## src/rtl/vx_lru_tag_queue.sv

```systemverilog
// Tag-addressed LRU queue: push appends as MRU, pop removes the LRU head,
// touch promotes a tag-matched entry to MRU, flush empties the queue.
module vx_lru_tag_queue #(
    parameter int DATAW     = 8,
    parameter int TAGW      = 16,
    parameter int DEPTH     = 4,
    parameter int ALM_FULL  = DEPTH - 1,
    parameter int ALM_EMPTY = 1,
    parameter int OUT_REG   = 0,
    parameter int SIZEW     = $clog2(DEPTH + 1),
    parameter int RANKW     = $clog2(DEPTH)
) (
    input  logic             clk,
    input  logic             reset,
    input  logic             push,
    input  logic [TAGW-1:0]  tag_in,
    input  logic [DATAW-1:0] data_in,
    input  logic             pop,
    input  logic             touch,
    input  logic [TAGW-1:0]  touch_tag,
    input  logic             flush,
    output logic [DATAW-1:0] data_out,
    output logic [TAGW-1:0]  tag_out,
    output logic             touch_hit,
    output logic [RANKW-1:0] touch_rank,
    output logic             empty,
    output logic             alm_empty,
    output logic             full,
    output logic             alm_full,
    output logic [SIZEW-1:0] size
);

    logic [TAGW-1:0]  r_tag   [DEPTH];
    logic [DATAW-1:0] r_data  [DEPTH];
    logic [RANKW-1:0] r_order [DEPTH];
    logic [DEPTH-1:0] r_free;
    logic [SIZEW-1:0] r_size;
    logic             r_empty, r_alm_empty, r_full, r_alm_full;

    logic             w_pop_eff, w_push_eff, w_hit, w_mv, w_found;
    logic [RANKW-1:0] w_rank, w_trank, w_slot;
    logic [SIZEW-1:0] w_size1, w_size_n, w_size_f;
    logic [DEPTH-1:0] w_free1, w_free_n;
    logic [RANKW-1:0] w_ord1  [DEPTH];
    logic [RANKW-1:0] w_ord2  [DEPTH];
    logic [RANKW-1:0] w_ord_n [DEPTH];

    assign w_pop_eff  = pop && (r_size != '0);
    assign w_push_eff = push && ((r_size != SIZEW'(DEPTH)) || w_pop_eff);
    assign w_size1    = w_pop_eff ? (r_size - SIZEW'(1)) : r_size;
    assign w_size_n   = w_size1 + SIZEW'(w_push_eff);
    assign w_size_f   = flush ? '0 : w_size_n;

    // Lowest-rank valid match wins, so a duplicated tag resolves to the older copy.
    always_comb begin
        w_hit  = 1'b0;
        w_rank = '0;
        for (int unsigned r = 0; r < DEPTH; r++) begin
            if (!w_hit && (SIZEW'(r) < r_size) && (r_tag[r_order[r]] == touch_tag)) begin
                w_hit  = 1'b1;
                w_rank = RANKW'(r);
            end
        end
    end

    assign w_mv    = touch && w_hit && !(w_pop_eff && (w_rank == '0));
    assign w_trank = w_rank - RANKW'(w_pop_eff);

    always_comb begin
        w_free1 = r_free;
        if (w_pop_eff) w_free1[r_order[0]] = 1'b1;
        w_found = 1'b0;
        w_slot  = '0;
        for (int unsigned r = 0; r < DEPTH; r++) begin
            if (!w_found && w_free1[r]) begin
                w_found = 1'b1;
                w_slot  = RANKW'(r);
            end
        end
        w_free_n = w_free1;
        if (w_push_eff) w_free_n[w_slot] = 1'b0;
    end

    // Order update in three stages: pop shifts down, touch rotates the tail, push appends.
    always_comb begin
        for (int unsigned r = 0; r < DEPTH - 1; r++)
            w_ord1[r] = w_pop_eff ? r_order[r+1] : r_order[r];
        w_ord1[DEPTH-1] = w_pop_eff ? '0 : r_order[DEPTH-1];

        for (int unsigned r = 0; r < DEPTH - 1; r++) begin
            if (w_mv && (RANKW'(r) >= w_trank) && ((SIZEW'(r) + SIZEW'(1)) < w_size1))
                w_ord2[r] = w_ord1[r+1];
            else if (w_mv && ((SIZEW'(r) + SIZEW'(1)) == w_size1))
                w_ord2[r] = w_ord1[w_trank];
            else
                w_ord2[r] = w_ord1[r];
        end
        w_ord2[DEPTH-1] = (w_mv && (w_size1 == SIZEW'(DEPTH))) ? w_ord1[w_trank] : w_ord1[DEPTH-1];

        for (int unsigned r = 0; r < DEPTH; r++)
            w_ord_n[r] = (w_push_eff && (SIZEW'(r) == w_size1)) ? w_slot : w_ord2[r];
    end

    always_ff @(posedge clk) begin
        if (reset) begin
            r_size <= '0;
            r_free <= '1;
            for (int unsigned r = 0; r < DEPTH; r++) begin
                r_order[r] <= '0;
                r_tag[r]   <= '0;
                r_data[r]  <= '0;
            end
        end else if (flush) begin
            r_size <= '0;
            r_free <= '1;
            for (int unsigned r = 0; r < DEPTH; r++) r_order[r] <= '0;
        end else begin
            r_size  <= w_size_n;
            r_free  <= w_free_n;
            r_order <= w_ord_n;
            if (w_push_eff) begin
                r_tag[w_slot]  <= tag_in;
                r_data[w_slot] <= data_in;
            end
        end
    end

    always_ff @(posedge clk) begin
        if (reset) begin
            r_empty     <= 1'b1;
            r_alm_empty <= 1'b1;
            r_full      <= 1'b0;
            r_alm_full  <= 1'b0;
        end else begin
            r_empty     <= (w_size_f == '0);
            r_alm_empty <= (w_size_f <= SIZEW'(ALM_EMPTY));
            r_full      <= (w_size_f == SIZEW'(DEPTH));
            r_alm_full  <= (w_size_f >= SIZEW'(ALM_FULL));
        end
    end

    generate
        if (OUT_REG != 0) begin : g_oreg
            logic [TAGW-1:0]  r_tag_o, w_tag_nh;
            logic [DATAW-1:0] r_data_o, w_data_nh;

            // Next head is the pushed entry only when nothing else survives this cycle.
            always_comb begin
                w_tag_nh  = r_tag[w_ord_n[0]];
                w_data_nh = r_data[w_ord_n[0]];
                if (w_push_eff && (w_size1 == '0)) begin
                    w_tag_nh  = tag_in;
                    w_data_nh = data_in;
                end
            end

            always_ff @(posedge clk) begin
                if (reset) begin
                    r_tag_o  <= '0;
                    r_data_o <= '0;
                end else if (w_size_f != '0) begin
                    r_tag_o  <= w_tag_nh;
                    r_data_o <= w_data_nh;
                end
            end

            assign tag_out  = r_tag_o;
            assign data_out = r_data_o;
        end else begin : g_ocomb
            assign tag_out  = r_empty ? r_tag[0]  : r_tag[r_order[0]];
            assign data_out = r_empty ? r_data[0] : r_data[r_order[0]];
        end
    endgenerate

    assign touch_hit  = w_hit;
    assign touch_rank = w_rank;
    assign empty      = r_empty;
    assign alm_empty  = r_alm_empty;
    assign full       = r_full;
    assign alm_full   = r_alm_full;
    assign size       = r_size;

    a_push_full: assert property (@(posedge clk) disable iff (reset)
        !(push && !pop && !flush && (r_size == SIZEW'(DEPTH))));
    a_pop_empty: assert property (@(posedge clk) disable iff (reset)
        !(pop && !flush && (r_size == '0)));

endmodule

```

## config.mk

```make
export PLATFORM = sky130hd
export DESIGN_NAME = vx_lru_tag_queue
export DESIGN_NICKNAME = d
export VERILOG_FILES = /design/src/rtl/vx_lru_tag_queue.sv
export SDC_FILE = /design/constraint.sdc
export NUM_CORES = 1
export LEC_CHECK = 0
export CORE_MARGIN = 10
export CORE_UTILIZATION = 60
export DETAILED_ROUTE_END_ITERATION = 12
export PLACE_DENSITY_LB_ADDON = 0.15
export SYNTH_ARGS = -nofsm -noshare
export SYNTH_HDL_FRONTEND = slang
export SYNTH_SLANG_ARGS = --single-unit
```

## constraint.sdc

```tcl
create_clock -name clk -period 15.18 [get_ports clk]
set_input_delay 4.554 -clock clk [delete_from_list [all_inputs] [get_ports clk]]
set_output_delay 4.554 -clock clk [all_outputs]
set_load 0.01 [all_outputs]
```

==> flow_summary.toml, run 1 <==
[worst_hold_path]
holdCritStartpoint = "r_free[0]$_SDFF_PP1_"
min_to = "r_free[1]$_SDFF_PP1_"
hp-class = "reg -> reg"
whs_path_depth = 2

[synth]
synth.distinct_cells = 78
avgSynthCellArea_um2 = 10.4
yosysSeqAreaShare_pct = 36.8
synth-main-ff-cell = "edfxtp_1"
synth_edf_count = 96
yosysWarnings = 0
netlist_area_um2 = 8880
syn_nets = 906
synth_area_leaders = "edfxtp_1 (32%), mux4_2 (12%), mux2i_1 (6.5%)"
yosysTopAreaCell = "edfxtp_1"
netlist.area_leader.share_pct = 32.5
synthCells = 854
synth-seq-cells = 115
synth-async-reset-ratio_pct = 0

[timing]
period_share_pct = 79.1
skew_ns = 0.0115
setup_viol_count_final = 0
timing.final.crit_period_ns = 12.01
slew_headroom_pct = 8.44
tightest_slew_ns = 1.37
slew_violations = 0
finalHoldViolCount = 0
finalSetupTns_ns = 0
max_freq_mhz = 83.3
rsz0062_at_grt = "false"

[job]
drv_cap = 0

[routing]
drc_errors = 0
wire_per_inst_um = 26.9
vias_per_cell = 7.05
drtIter0Drc = 1122
vias = 7786
met3WireLength_um = 3390
dr.pass1.iters = 5
highest_layer = "met4"
postRouteAntennaNets = 0
wl_met1_um = 11500
wl_met2_um = 14000
drt_wl_total_um = 29700

[power_and_ir_drop]
vdd_drop_max_mv = 0.0925
p_per_area_nw_per_um2 = 88.8
power_switching_w = 0.000274
seqPwrFrac_pct = 40.6
sw_frac_of_total_pct = 29.9
p_comb_share_pct = 19.3
intPower_w = 0.000642
clkPwrFrac_pct = 40.1
leakage_nw = 3.50

[clock_tree]
ctsResizeCount = 0
cts_tree = "yes"
cts_inserted_buffers = 17
cts.clk_slew.worst_paths_ns = 0.06
h-tree-depth = 4
cts-root-buf = "clkbuf_16"
hold_buffers = 0
insertion_delay_ns = 0.43
cts.path.max_buffers = 2
cts.sinks = 115
cts_setup_buffers = 0

[worst_setup_path]
cp.arrival_ns = 7.45
rr_endpoint = "r_order[3]$_SDFF_PP0_"
path_class = "in -> out"
r2r_setup_slack_ns = 10.04
worst_r2r_startpoint = "r_order[7]$_SDFF_PP0_"
worstSetupStartpointType = "input pin"
path_max_fanout = 8
r2r_cells = 14
end_kind = "primary output"
required_ns = 10.63

[floorplan]
start_util_pct = 61.1
dieWidth_um = 142
top_level_ports = 80
core_um2 = 14500
dieArea_um2 = 20100
die_h_um = 142
row_count = 44

[global_route]
grt_max_degree = 55
gr-total-overflow = 0
antenna_found_initial = 0
first_global_vias = 7693
grt_pass1_wl_um = 45700
grt_use_total_pct = 29.3

[placement]
place_congestion = 1.03
dp.cells = 1072
dpl.hpwl_um = 20000
io_buffers = 79

[layout]
ff_latch_area_um2 = 3270
layout_common_cells = "edfxtp_1 (96), and2_1 (79), clkdlybuf4s50_1 (79)"
fillCellCount = 1041
nets = 959
final_layout_size_suffix_gt1_share_pct = 13.9
layout.cells.non_filler = 1104
syn_to_final_growth_pct = 16.2
multiInputGateArea_um2 = 5290
final_common_cell = "edfxtp_1"

[run_status]
status = "finished clean"
through the flow:
step                      total power, W  setup WS, ns  utilization, %  hold slack (ns)  cell area, um^2
final                           0.000916          3.17            70.9            0.584            10300
after global routing            0.000942          2.87            70.9            0.629            10300
after CTS                       0.000911          3.19            70.9            0.570            10300
after detailed placement        0.000548          3.21            67.3            0.555             9780
after global placement          0.000545          3.21            67.3            0.540             9780
after floorplan                 0.000478          4.42               -            0.509             8880
critical path, stage by stage:
cell and delay (ns):
clkdlybuf4s50_1 0.58, inv_1 0.16, nor3_1 0.06, a2111oi_0 0.39, o2111ai_1 0.34, or3_1 0.52, and4_1 0.23, inv_2 0.08
clkdlybuf4s50_1 0.53
cell type report:
class / instances / share of cell area [%]
antenna: 1 / 0.0243
clock buffer: 17 / 4.13
clock inverter: 14 / 1.02
inverter: 20 / 0.728
multi-input combinational: 657 / 51.3
sequential: 115 / 31.7
tap: 184 / 2.23
timing repair buffer: 96 / 8.91
metal layers:
| layer | global-route usage (%) | vias up |
|---|---|---|
| met1 | 39.4 | 3796 |
| li1 | - | 3344 |
| met5 | 0 | - |
| met4 | 10.9 | 0 |
| met2 | 45.9 | 593 |
| met3 | 5.84 | 53 |
synth_stat cells (19+ instances only):
master,n
mux2i_1,58
and3_1,34
o21ai_0,23
dfxtp_1,19
a21oi_1,33
xnor2_1,56
mux4_2,48
edfxtp_1,96
and2_1,79
clkbuf_1,42
nand2_1,60
nor2_1,49
kinds of logic after synthesis:
kind of cell             synth area share, %
flip-flops                              36.8
multiplexers                            21.0
adder cells (fa/ha/maj)                0.846
AND/OR/NAND/NOR                         20.0
AO/OA/AOI/OAI                           11.3
buffers and inverters                   3.93
XOR/XNOR                                6.12
worst max path at each step:
stage	start	to	slack (ns)
floorplan	touch_tag[13]	touch_hit	4.42
global placement	touch_tag[13]	touch_hit	3.21
detailed placement	touch_tag[13]	touch_hit	3.21
CTS	touch_tag[13]	touch_hit	3.19
global route	touch_tag[13]	touch_hit	2.87
finish	touch_tag[13]	touch_hit	3.17
sequential cells by signal, indices dropped and copies added (netlist names):
signal and cells:
r_tag 64, r_data 32, r_order 8, r_free 4
size 3, alm_empty 1, alm_full 1, empty 1
full 1
power groups by stage:
stage / Sequential [W] / Clock [W] / Combinational [W]
after global placement: 0.000375 / 0 / 0.000170
after floorplan: 0.000374 / 0 / 0.000104
after CTS: 0.000371 / 0.000367 / 0.000173
final: 0.000372 / 0.000367 / 0.000177
after global routing: 0.000373 / 0.000381 / 0.000187
after detailed placement: 0.000377 / 0 / 0.000171
Power figures use the tool's default switching activity.
==> inputs of run 2 (changes only) <==
--- a/config.mk
+++ b/config.mk
@@ -6,7 +6,7 @@
 export NUM_CORES = 1
 export LEC_CHECK = 0
 export CORE_MARGIN = 10
-export CORE_UTILIZATION = 60
+export CORE_UTILIZATION = 59
 export DETAILED_ROUTE_END_ITERATION = 12
 export PLACE_DENSITY_LB_ADDON = 0.15
 export SYNTH_ARGS = -nofsm -noshare
==> constraint.sdc (replaced) <==
create_clock -name clk -period 11.1 [get_ports clk]
set_input_delay 3.33 -clock clk [delete_from_list [all_inputs] [get_ports clk]]
set_output_delay 3.33 -clock clk [all_outputs]
set_load 0.01 [all_outputs]
==> run 2 against run 1 <==
Compared with the run above: clock skew is 0.0021 ns lower; count of clock-buffer cells in the layout unchanged; global-route usage fell by 1.1 points; cell count barely moved; utilization hardly changed; setup slack worse by 1.7 ns; die area grew 1.5%.
==> flow_summary.toml, run 2 (synthesis results as in run 1) <==
[layout]
layout.cells.non_filler = 1105
final_util_pct = 70.9
final_layout_size_suffix_gt1_share_pct = 14.1
final_common_cell = "edfxtp_1"
syn_to_final_growth_pct = 17.0
regMostFlops = "r_tag"
nets = 959
largest_reg_flops = 64
layout_common_cells = "edfxtp_1 (96), and2_1 (79), clkdlybuf4s50_1 (79)"
reg_top3 = "r_tag (64), r_data (32), r_order (8)"

[clock_tree]
insertion_delay_ns = 0.43
cts_tree = "yes"
cts.sinks = 115
cts.clk_slew.worst_paths_ns = 0.06
hold_buffers = 0
cts-root-buf = "clkbuf_16"
cts_inserted_buffers = 17
ctsResizeCount = 0
h-tree-depth = 4
cts.path.max_buffers = 2
cts_setup_buffers = 0

[timing]
rsz0062_at_grt = "false"
timing.final.crit_period_ns = 9.62
setup_viol_count_final = 0
finalHoldViolCount = 0
slew_headroom_pct = 19.4
max_freq_mhz = 104
tightest_slew_ns = 1.21
slew_violations = 0
finalSetupTns_ns = 0
skew_ns = 0.00934
period_share_pct = 86.7
holdWs_ns = 0.573

[routing]
dr.pass1.iters = 6
drc_errors = 0
wire_per_inst_um = 26.1
vias = 7727
drtIter0Drc = 847
drt_wl_total_um = 28900
vias_per_cell = 6.99
postRouteAntennaNets = 0

[worst_setup_path]
path_max_fanout = 8
required_ns = 7.77
cp.arrival_ns = 6.29
path_class = "in -> out"
worstSetupStartpointType = "input pin"
end_kind = "primary output"

[global_route]
grt_pass1_wl_um = 44200
gr-total-overflow = 0
first_global_vias = 7598
grt_max_degree = 45
grt_use_total_pct = 28.3
antenna_found_initial = 1

[placement]
dpl.hpwl_um = 19500
io_buffers = 79
place_congestion = 1.07
dp.cells = 1072

[floorplan]
dieArea_um2 = 20400
core_um2 = 14600
start_util_pct = 60.6
dieWidth_um = 143
top_level_ports = 80
die_h_um = 143
row_count = 44

[power_and_ir_drop]
vdd_drop_max_mv = 0.103
p_per_area_nw_per_um2 = 128
leakage_nw = 3.55

[job]
drv_cap = 0

[worst_hold_path]
hp-class = "reg -> reg"

[run_status]
status = "finished clean"
-- run 2: cell types whose count changed in the layout (fill, tap and decap cells not counted), sizes merged --
cell / before / now
inv: 22 / 28
clkinv: 8 / 4
clkinvlp: 4 / 1
bufinv: 0 / 2
-- run 2: through the flow --
| stage | setup WS (ns) | power (W) | instance area, um^2 |
|---|---|---|---|
| 3_5_place_dp | 1.55 | 0.000749 | 9780 |
| 2_1_floorplan | 2.79 | 0.000654 | 8880 |
| 5_1_grt | 1.31 | 0.00137 | 10400 |
| 3_3_place_gp | 1.61 | 0.000745 | 9780 |
| 6_report | 1.48 | 0.00133 | 10400 |
| 4_1_cts | 1.54 | 0.00133 | 10400 |
-- run 2: worst max-delay path, cell delays in order --
cell	delay, ns
clkdlybuf4s50_1	0.60
inv_1	0.15
nor3_1	0.06
a2111oi_0	0.42
o2111ai_1	0.35
or3_1	0.53
and4_1	0.23
inv_2	0.08
clkdlybuf4s50_1	0.53
-- run 2: path summary, 6_finish.rpt --
| path | startpoint | end | slack [ns] | cells past startpoint |
|---|---|---|---|---|
| worst max-delay path | touch_tag[13] | touch_hit | 1.48 | 9 |
| worst min-delay path | r_free[0]$_SDFF_PP1_ | r_free[1]$_SDFF_PP1_ | 0.57 | 2 |
| worst max register to register | r_order[7]$_SDFF_PP0_ | r_order[2]$_SDFF_PP0_ | 5.55 | 15 |
| worst min register to register | r_free[0]$_SDFF_PP1_ | r_free[1]$_SDFF_PP1_ | 0.57 | 2 |
-- run 2: routing by layer --
layer | part of all wire, % | vias to the layer above | track usage (%)
li1 | - | 3347 | -
met1 | 39 | 3775 | 36.7
met2 | 48 | 532 | 45.5
met5 | 0 | - | 0
met4 | 2.7 | 0 | 11.0
met3 | 9.9 | 73 | 6.04
-- run 2: power breakdown --
| part | total, W | switching, W | internal [W] |
|---|---|---|---|
| logic | 0.000240 | 0.000136 | 0.000103 |
| clock network | 0.000582 | 0.000240 | 0.000342 |
| registers | 0.000509 | 0.0000206 | 0.000489 |
-- run 2: area by class of cell --
class | count | area (um^2)
tap | 184 | 230
inverter | 20 | 75.1
multi-input combinational | 657 | 5290
antenna | 1 | 2.50
clock buffer | 17 | 425
clock inverter | 15 | 184
fill | 1068 | 4260
sequential | 115 | 3270
timing repair buffer | 96 | 918
==> inputs of run 3 (changes only) <==
--- a/config.mk
+++ b/config.mk
@@ -5,6 +5,7 @@
 export SDC_FILE = /design/constraint.sdc
 export NUM_CORES = 1
 export LEC_CHECK = 0
+export CAP_MARGIN = 15
 export CORE_MARGIN = 10
 export CORE_UTILIZATION = 59
 export DETAILED_ROUTE_END_ITERATION = 12
==> run 3 against run 2 <==
Compared with the run above: register-to-register slack improved by 0.13 ns; hold slack got worse by 0.0042 ns; cell area increased by 0.11%; critical endpoint unchanged.
==> flow_summary.toml, run 3 (synthesis results as in run 1) <==
[run_status]
status = "finished clean"

[timing]
skew_ns = 0.00948
timing.final.crit_period_ns = 9.65
finalSetupTns_ns = 0
max_freq_mhz = 104
holdWs_ns = 0.569
rsz0062_at_grt = "false"
setup_viol_count_final = 0
slew_violations = 0
slew_headroom_pct = 30.3
period_share_pct = 86.9
tightest_slew_ns = 1.04
finalHoldViolCount = 0

[layout]
final_common_cell = "edfxtp_1"
final_layout_size_suffix_gt1_share_pct = 14.2
largest_reg_flops = 64
regMostFlops = "r_tag"
multiInputGateArea_um2 = 5290
fillCellCount = 1066
layout.cells.non_filler = 1106
reg_top3 = "r_tag (64), r_data (32), r_order (8)"
ff_latch_area_um2 = 3270
nets = 960
syn_to_final_growth_pct = 17.2
layout_common_cells = "edfxtp_1 (96), and2_1 (79), clkdlybuf4s50_1 (79)"

[floorplan]
dieArea_um2 = 20400
top_level_ports = 80
die_h_um = 143
row_count = 44
dieWidth_um = 143
core_um2 = 14600
start_util_pct = 60.6

[worst_setup_path]
end_kind = "primary output"
required_ns = 7.77
worstSetupStartpointType = "input pin"
path_max_fanout = 8
path_class = "in -> out"
cp.arrival_ns = 6.32

[clock_tree]
cts.sinks = 115
hold_buffers = 0
cts_inserted_buffers = 17
cts-root-buf = "clkbuf_16"
h-tree-depth = 4
cts_setup_buffers = 0
cts_tree = "yes"
insertion_delay_ns = 0.43
cts.clk_slew.worst_paths_ns = 0.06
cts.path.max_buffers = 2
ctsResizeCount = 0

[routing]
vias = 7701
dr.pass1.iters = 5
drt_wl_total_um = 28800
drtIter0Drc = 877
wire_per_inst_um = 26.0
postRouteAntennaNets = 0
vias_per_cell = 6.96
drc_errors = 0

[job]
drv_cap = 0

[power_and_ir_drop]
seqPwrFrac_pct = 38.3
p_per_area_nw_per_um2 = 128
power_switching_w = 0.000395
clkPwrFrac_pct = 43.7
leakage_nw = 3.56
intPower_w = 0.000934
sw_frac_of_total_pct = 29.7
vdd_drop_max_mv = 0.0997
p_total_w = 0.00133
p_comb_share_pct = 18.0

[global_route]
antenna_found_initial = 1
grt_max_degree = 45
grt_pass1_wl_um = 44200
first_global_vias = 7598
gr-total-overflow = 0
grt_use_total_pct = 28.3

[placement]
place_congestion = 1.07
dp.cells = 1072
io_buffers = 79
dpl.hpwl_um = 19500

[worst_hold_path]
hp-class = "reg -> reg"
[run 3: cell count changes in the layout (fill, tap and decap cells not counted)]
cell,before,now
buf_6,0,1
[run 3: path summary, 6_finish.rpt]
kind	startpoint	to	slack, ns	cells after the start
max	touch_tag[13]	touch_hit	1.45	9
min	r_free[0]$_SDFF_PP1_	r_free[1]$_SDFF_PP1_	0.57	2
max reg2reg	r_order[7]$_SDFF_PP0_	r_order[2]$_SDFF_PP0_	5.68	15
min reg2reg	r_free[0]$_SDFF_PP1_	r_free[1]$_SDFF_PP1_	0.57	2
[run 3: layer usage]
metal	up-vias	global-route usage [%]	part of all wire, %
met4	0	11.0	2.4
met1	3771	36.7	39
met5	-	0	0
li1	3356	-	-
met3	63	6.04	10
met2	511	45.5	48
[run 3: power groups by stage]
stage          Clock (W)  Combinational (W)  Sequential, W
6_report        0.000581           0.000239       0.000509
4_1_cts         0.000582           0.000236       0.000508
3_3_place_gp           0           0.000231       0.000515
2_1_floorplan          0           0.000143       0.000511
3_5_place_dp           0           0.000232       0.000517
5_1_grt         0.000601           0.000254       0.000511
[run 3: final cells by class]
type                            instances  area share [%]
Clock inverter                         15            1.77
Tap cell                              184            2.21
Sequential cell                       115            31.4
Inverter                               20           0.722
Antenna cell                            1          0.0241
Clock buffer                           17            4.09
Multi-Input combinational cell        657            50.8
Timing Repair Buffer                   97            8.94
[run 3: metrics by stage]
step                setup WS, ns  cell area, um^2  utilization [%]
detailed placement          1.55             9780             66.8
finish                      1.45            10400             71.0
floorplan                   2.79             8880                -
CTS                         1.54            10400             70.9
global route                1.31            10400             71.0
global placement            1.61             9780             66.8
[run 3: critical path, stage by stage]
cell	delay, ns
clkdlybuf4s50_1	0.59
inv_1	0.15
nor3_1	0.06
a2111oi_0	0.43
o2111ai_1	0.37
or3_1	0.53
and4_1	0.23
inv_2	0.08
clkdlybuf4s50_1	0.53
